## src/rtl/regfile_wb_sched_if.sv

```systemverilog
// Signal bundle around the GPR write-port scheduler: pipeline writeback, long-unit results,
// issue/decode scoreboard queries and the register-file write port.
interface regfile_wb_sched_if #(
  parameter int unsigned REG_FILE_BITS = 5,
  parameter int unsigned REG_FILE_SIZE = 32,
  parameter int unsigned REG_SIZE      = 64
);
  logic                     pipe_we;
  logic [REG_FILE_BITS-1:0] pipe_rd;
  logic [REG_SIZE-1:0]      pipe_data;
  logic                     lu_valid;
  logic                     lu_ready;
  logic [REG_FILE_BITS-1:0] lu_rd;
  logic [REG_SIZE-1:0]      lu_data;
  logic                     iss_valid;
  logic [REG_FILE_BITS-1:0] iss_rd;
  logic [REG_FILE_BITS-1:0] chk_rs1;
  logic [REG_FILE_BITS-1:0] chk_rs2;
  logic [REG_FILE_BITS-1:0] chk_rd;
  logic                     dep_stall;
  logic                     wb_hold;
  logic [REG_FILE_SIZE-1:0] busy_vec;
  logic                     protocol_err;
  logic                     rf_we;
  logic [REG_FILE_BITS-1:0] rf_write_num;
  logic [REG_SIZE-1:0]      rf_in_value;

  modport master (
    output pipe_we, pipe_rd, pipe_data, lu_valid, lu_rd, lu_data,
    output iss_valid, iss_rd, chk_rs1, chk_rs2, chk_rd,
    input  lu_ready, dep_stall, wb_hold, busy_vec, protocol_err,
    input  rf_we, rf_write_num, rf_in_value
  );

  modport slave (
    input  pipe_we, pipe_rd, pipe_data, lu_valid, lu_rd, lu_data,
    input  iss_valid, iss_rd, chk_rs1, chk_rs2, chk_rd,
    output lu_ready, dep_stall, wb_hold, busy_vec, protocol_err,
    output rf_we, rf_write_num, rf_in_value
  );
endinterface

```

## src/rtl/regfile_wb_sched.sv

```systemverilog
// Shares the GPR write port between pipeline writeback and a one-entry long-unit result buffer; keeps a busy scoreboard.
// Latency: pipe writes pass through combinationally; long-unit results are written one cycle after acceptance at the earliest.
// Backpressure: lu_ready drops while the buffer is full and the pipe owns the port; REGFILE_WB_STARVE_GUARD_EN adds a starvation wb_hold.
module regfile_wb_sched #(
  parameter int unsigned REG_FILE_BITS = 5,
  parameter int unsigned REG_FILE_SIZE = 32,
  parameter int unsigned REG_SIZE      = 64
`ifdef REGFILE_WB_STARVE_GUARD_EN
  ,
  parameter int unsigned STARVE_LIMIT  = 4
`endif
) (
  input logic               clk,
  input logic               rst,
  regfile_wb_sched_if.slave bus
);

  logic                     buf_valid_q, buf_valid_d;
  logic [REG_FILE_BITS-1:0] buf_rd_q, buf_rd_d;
  logic [REG_SIZE-1:0]      buf_data_q, buf_data_d;
  logic [REG_FILE_SIZE-1:0] busy_q, busy_d;
  logic                     err_q, err_d;
  logic                     pw, drain, lu_rdy, accept, iss_set, waw;
  logic                     hold;

  always_comb begin
    pw      = bus.pipe_we & (bus.pipe_rd != '0);
    drain   = buf_valid_q & ~pw;
    lu_rdy  = ~rst & (~buf_valid_q | drain);
    accept  = bus.lu_valid & lu_rdy;
    iss_set = bus.iss_valid & (bus.iss_rd != '0);
    // Re-issuing to the register being drained this cycle is legal: the set wins.
    waw     = busy_q[bus.iss_rd] & ~(drain & (buf_rd_q == bus.iss_rd));
  end

`ifdef REGFILE_WB_STARVE_GUARD_EN
  localparam int unsigned      AGE_W   = $clog2(STARVE_LIMIT + 1);
  localparam logic [AGE_W-1:0] AGE_MAX = AGE_W'(STARVE_LIMIT);

  logic [AGE_W-1:0] age_q, age_d;

  always_comb begin
    age_d = age_q;
    if (drain || (accept && !buf_valid_q)) begin
      age_d = '0;
    end else if (buf_valid_q && (age_q != AGE_MAX)) begin
      age_d = age_q + 1'b1;
    end
  end

  always_ff @(posedge clk) begin
    if (rst) begin
      age_q <= '0;
    end else begin
      age_q <= age_d;
    end
  end

  assign hold = ~rst & (age_q == AGE_MAX);
`else
  assign hold = 1'b0;
`endif

  always_comb begin
    buf_valid_d = buf_valid_q;
    buf_rd_d    = buf_rd_q;
    buf_data_d  = buf_data_q;
    if (accept) begin
      buf_valid_d = 1'b1;
      buf_rd_d    = bus.lu_rd;
      buf_data_d  = bus.lu_data;
    end else if (drain) begin
      buf_valid_d = 1'b0;
    end

    busy_d = busy_q;
    if (drain) begin
      busy_d[buf_rd_q] = 1'b0;
    end
    if (iss_set) begin
      busy_d[bus.iss_rd] = 1'b1;
    end
    busy_d[0] = 1'b0;

    err_d = err_q
          | (bus.iss_valid & waw)
          | (bus.lu_valid & (~busy_q[bus.lu_rd] | (bus.lu_rd == '0)))
          | (pw & hold);
  end

  always_ff @(posedge clk) begin
    if (rst) begin
      buf_valid_q <= 1'b0;
      busy_q      <= '0;
      err_q       <= 1'b0;
    end else begin
      buf_valid_q <= buf_valid_d;
      busy_q      <= busy_d;
      err_q       <= err_d;
    end
  end

  // Payload needs no reset; it is only observed behind buf_valid_q.
  always_ff @(posedge clk) begin
    buf_rd_q   <= buf_rd_d;
    buf_data_q <= buf_data_d;
  end

  assign bus.rf_we        = ~rst & (pw | buf_valid_q);
  assign bus.rf_write_num = pw ? bus.pipe_rd : buf_rd_q;
  assign bus.rf_in_value  = pw ? bus.pipe_data : buf_data_q;
  assign bus.lu_ready     = lu_rdy;
  assign bus.wb_hold      = hold;
  assign bus.dep_stall    = ~rst & (busy_q[bus.chk_rs1] | busy_q[bus.chk_rs2] | busy_q[bus.chk_rd]);
  assign bus.busy_vec     = busy_q;
  assign bus.protocol_err = err_q;

endmodule
```

## src/flat_wrapper.sv

```systemverilog
// flat-port wrapper written by rule: the top's interface ports become plain ports
module regfile_wb_sched_flat 
#(
  parameter int unsigned REG_FILE_BITS = 5,
  parameter int unsigned REG_FILE_SIZE = 32,
  parameter int unsigned REG_SIZE      = 64

)
  (clk, rst, bus_pipe_we, bus_pipe_rd, bus_pipe_data, bus_lu_valid, bus_lu_rd, bus_lu_data, bus_iss_valid, bus_iss_rd, bus_chk_rs1, bus_chk_rs2, bus_chk_rd, bus_lu_ready, bus_dep_stall, bus_wb_hold, bus_busy_vec, bus_protocol_err, bus_rf_we, bus_rf_write_num, bus_rf_in_value);
  regfile_wb_sched_if #(.REG_FILE_BITS(REG_FILE_BITS), .REG_FILE_SIZE(REG_FILE_SIZE), .REG_SIZE(REG_SIZE)) bus_i ();
  input logic clk;
  input logic rst;
  input wire logic [$bits(bus_i.pipe_we)-1:0] bus_pipe_we;
  input wire logic [$bits(bus_i.pipe_rd)-1:0] bus_pipe_rd;
  input wire logic [$bits(bus_i.pipe_data)-1:0] bus_pipe_data;
  input wire logic [$bits(bus_i.lu_valid)-1:0] bus_lu_valid;
  input wire logic [$bits(bus_i.lu_rd)-1:0] bus_lu_rd;
  input wire logic [$bits(bus_i.lu_data)-1:0] bus_lu_data;
  input wire logic [$bits(bus_i.iss_valid)-1:0] bus_iss_valid;
  input wire logic [$bits(bus_i.iss_rd)-1:0] bus_iss_rd;
  input wire logic [$bits(bus_i.chk_rs1)-1:0] bus_chk_rs1;
  input wire logic [$bits(bus_i.chk_rs2)-1:0] bus_chk_rs2;
  input wire logic [$bits(bus_i.chk_rd)-1:0] bus_chk_rd;
  output wire logic [$bits(bus_i.lu_ready)-1:0] bus_lu_ready;
  output wire logic [$bits(bus_i.dep_stall)-1:0] bus_dep_stall;
  output wire logic [$bits(bus_i.wb_hold)-1:0] bus_wb_hold;
  output wire logic [$bits(bus_i.busy_vec)-1:0] bus_busy_vec;
  output wire logic [$bits(bus_i.protocol_err)-1:0] bus_protocol_err;
  output wire logic [$bits(bus_i.rf_we)-1:0] bus_rf_we;
  output wire logic [$bits(bus_i.rf_write_num)-1:0] bus_rf_write_num;
  output wire logic [$bits(bus_i.rf_in_value)-1:0] bus_rf_in_value;
  assign bus_i.pipe_we = bus_pipe_we;
  assign bus_i.pipe_rd = bus_pipe_rd;
  assign bus_i.pipe_data = bus_pipe_data;
  assign bus_i.lu_valid = bus_lu_valid;
  assign bus_i.lu_rd = bus_lu_rd;
  assign bus_i.lu_data = bus_lu_data;
  assign bus_i.iss_valid = bus_iss_valid;
  assign bus_i.iss_rd = bus_iss_rd;
  assign bus_i.chk_rs1 = bus_chk_rs1;
  assign bus_i.chk_rs2 = bus_chk_rs2;
  assign bus_i.chk_rd = bus_chk_rd;
  assign bus_lu_ready = bus_i.lu_ready;
  assign bus_dep_stall = bus_i.dep_stall;
  assign bus_wb_hold = bus_i.wb_hold;
  assign bus_busy_vec = bus_i.busy_vec;
  assign bus_protocol_err = bus_i.protocol_err;
  assign bus_rf_we = bus_i.rf_we;
  assign bus_rf_write_num = bus_i.rf_write_num;
  assign bus_rf_in_value = bus_i.rf_in_value;
  regfile_wb_sched #(.REG_FILE_BITS(REG_FILE_BITS), .REG_FILE_SIZE(REG_FILE_SIZE), .REG_SIZE(REG_SIZE)) u_core (.clk(clk), .rst(rst), .bus(bus_i));
endmodule
```

## config.mk

```make
export PLATFORM = sky130hd
export DESIGN_NAME = regfile_wb_sched_flat
export DESIGN_NICKNAME = d
export VERILOG_FILES = /design/src/rtl/regfile_wb_sched_if.sv /design/src/rtl/regfile_wb_sched.sv /design/src/flat_wrapper.sv
export SDC_FILE = /design/constraint.sdc
export NUM_CORES = 1
export LEC_CHECK = 0
export ABC_AREA = 0
export CELL_PAD_IN_SITES_DETAIL_PLACEMENT = 1
export CELL_PAD_IN_SITES_GLOBAL_PLACEMENT = 1
export CORE_ASPECT_RATIO = 1.4
export CORE_UTILIZATION = 30
export DETAILED_ROUTE_END_ITERATION = 7
export PLACE_DENSITY = 0.85
export SYNTH_ARGS = -nofsm -noshare
export SYNTH_HDL_FRONTEND = slang
export SYNTH_SLANG_ARGS = --single-unit
```

## constraint.sdc

```tcl
create_clock -name clk -period 4.5 [get_ports clk]
set_clock_uncertainty 0.15 [all_clocks]
set_input_delay 1.125 -clock clk [delete_from_list [all_inputs] [get_ports clk]]
set_output_delay 1.125 -clock clk [all_outputs]
set_load 0.03 [all_outputs]
```

==> impl_results.md <==
* Mapped Cells at 601
* Final hold vios at 0
* Worst min path class: reg2reg
* Antenna diode count at 0
* Hold-critical path depth at 1
* RSZ-0062 raised after global routing: yes
* Final Core Density at 48.7%
* CP cell instances: clkdlybuf4s50_1, buf_12, mux4_2, mux2i_1, nor2_1, nor4_2, a41oi_1, buf_4
* TritonCTS buffer count at 9
* Cell with the most instances after synthesis: nand2_1
* Starting Density at 30.7%
* Avg WL per Cell at 21.9 um
* Register area share after synthesis at 47.8%
* Sequential share of power at about two fifths
* Die Y at 165 um
* CTS Buffer Depth at 2
* Period Utilization, post-route at ~100%
* Worst slew pin tran at between 900 and 1000 ps
* Power density over cell area at 279 nW/um^2
* Vias in the first global route at 6200
* Top cells by area, synth: edfxtp_1 36%, nand2_1 17%, mux4_2 13%
* Crit path required time at between 3000 and 4000 ps
* Synthesized area per cell at 9.51 sq um
* Initial antenna violation count at 0
* Synth top cells by count: 252 x nand2_1, 69 x edfxtp_1, 39 x a21oi_1, 34 x mux4_2, 33 x dfxtp_1
* Synthesis-to-layout area growth at 58.6%
* Status: finished, final reports clean
* Worst Setup End Kind: output port
* I/O pins at 269
* Reg clk slew, reported paths at 80 ps
* Ys Warns at 0
* Top FF cell, synth: edfxtp_1
* Crit path max-delay cell type: clkdlybuf4s50_1
* First-pass GRT wire length at 36.1 mm
* Synthesized cell area at 5720 sq um
* Number of flops mapped to enable cells by yosys at 69
* Drt total wl at 24.4 mm
* Final Net Count at 1029
* Crit Path Max Fanout at 10
* Buf+Inv Stages, Crit Path at 3
* Die X-Extent at ~120 um
* Max-slew violations at 0
* Worst skew pair latency at 360 ps
* GRT Util Overall at 24.8%
* Yosys cell types at between 40 and 50
* Total setup buffers inserted after CTS at 0
* FF-to-FF path depth at 5
* Comb pwr share at 23.5%
* IO buf count at around 270
* Global-route congestion overflow total at 0
* H-tree depth at 3
* CTS root buffer: clkbuf_16
* Rows at 59
* RePlAce Congestion at 0.951
* WS Path Type: in2out
* Via Count at a little under 6000
* Hold-fix buffers, CTS at 0
* Clock sinks at a little over 100
* Setup crit start kind: input port
* DRT iter0 DRCs at 414
* Levels on crit path at 8
* DP HPWL at 18.4 mm
* MaxCap Viol Count at 0
* F_max at 223 MHz
* Pre-CTS setup slack at -542 ps
* NetSw at 0.714 mW
* Synthesized flop and latch total at 102
* Int Power at 1.82 mW
* Clk pwr share at 34.6%
* Largest net degree at the start of global routing at 69
* Worst setup margin at between 15 and 20 ps
* Async S/R FF share, synth at 0%
* # setup viols final at 0
* CTS tree: yes
* Share of cells above drive strength 1 at 16.5%
* Antenna Nets Post-Route at 0
* Post-synth top area share at about 36%
* Tmin final at 4480 ps
* Sw Share at 28.2%
* Remaining DRCs at 0
* Slowest stage delay, CP at 510 ps
* P_leak at 3.54 nW
* Yosys top cell by area: edfxtp_1
* Core Area at about 19000 sq um
* Relative slew slack at ~34%
* Die area at 19600 sq um
* Max VDD drop at 196 uV
* TritonRoute pass-1 iters at 5
* Critical Path AT at 3210 ps
* Delay-heaviest family, CP: buffers and inverters
* Vias/cell at 5.29
## layout make-up
class,instances,area (sq um)
flip-flops and latches,102,2730
multi-input cells,453,2820
fillers,2117,9540
clock inverters,7,104
clock buffers,9,225
repair buffers,293,2860
inverters,7,26.3
well taps,244,305
## metal layers
metal	track usage (%)	up-vias	routed length, um
li1	-	2648	-
met1	26.5	2831	8600
met2	45.0	347	12500
met3	6.46	67	2350
met4	12.8	0	929
met5	0	-	0
## logic make-up (layout without fill, tap and decap cells)
logic type / after synthesis / after routing / synth area share, %
AO/OA/AOI/OAI: 87 / 87 / 8.63
XOR/XNOR: 5 / 5 / 0.766
buffers and inverters: 47 / 316 / 3.70
flip-flops: 102 / 102 / 47.8
multiplexers: 52 / 52 / 16.6
other: 1 / 2 / 0.0656
AND/OR/NAND/NOR: 307 / 307 / 22.5
## flip-flops by register name, indices dropped and copies added (netlist names)
name and count:
u_core.buf_data_q 64, u_core.buf_rd_q 5, u_core.buf_valid_q 1, u_core.bus.busy_vec 31
u_core.bus.protocol_err 1
## timing repair
item,in CTS,in global routing
cloned,0,0
endpoints found under the setup margin,52,10
pin swaps,1,1
resized for setup,27,1
## power groups by stage
stage,Combinational [mW],Sequential [mW],Clock [mW]
floorplan,0.267,1.08,0
global placement,0.592,1.08,0
detailed placement,0.603,1.08,0
CTS,0.599,1.06,0.894
global route,0.628,1.06,0.920
finish,0.593,1.06,0.875
## per-stage QoR
| step | setup TNS (ps) | area, sq um | total power, mW | instances | hold WS (ps) |
|---|---|---|---|---|---|
| 2_1_floorplan | 0 | 5720 | 1.35 | 602 | 385 |
| 3_3_place_gp | -1560 | 8750 | 1.67 | 1100 | 367 |
| 3_5_place_dp | -2360 | 8750 | 1.69 | 1100 | 370 |
| 4_1_cts | -16.5 | 9070 | 2.55 | 1116 | 399 |
| 5_1_grt | -27.0 | 9060 | 2.61 | 1115 | 418 |
| 6_report | 0 | 9060 | 2.53 | 1115 | 407 |
## cells in the final DEF, fill, tap and decap left out, types with 3 or more instances in the layout
cell,netlist,final
a21oi_1,39,39
buf_12,0,12
buf_4,2,71
clkbuf_16,0,9
clkdlybuf4s50_1,0,193
dfxtp_1,33,33
dlygate4sd2_1,0,16
edfxtp_1,69,69
inv_1,7,7
mux2i_1,17,17
mux4_2,34,34
nand2_1,252,252
nand3_1,7,7
nand3b_1,4,4
nand4b_1,3,3
nor2_1,13,13
nor3_1,4,4
nor3b_1,6,6
o21ai_0,25,25
o21ai_1,8,7
o311ai_0,3,3
xnor2_1,5,5
## path summary, 6_finish.rpt
| path | start | to | slack, ps |
|---|---|---|---|
| setup / recovery | bus_chk_rd[1] | bus_dep_stall | 20 |
| hold / removal | u_core.bus.protocol_err | u_core.bus.protocol_err | 410 |
| setup reg to reg | u_core.bus.busy_vec[2] | u_core.bus.protocol_err | 2460 |
| hold reg to reg | u_core.bus.protocol_err | u_core.bus.protocol_err | 410 |
Note: power is estimated with default switching activity, not from simulation.
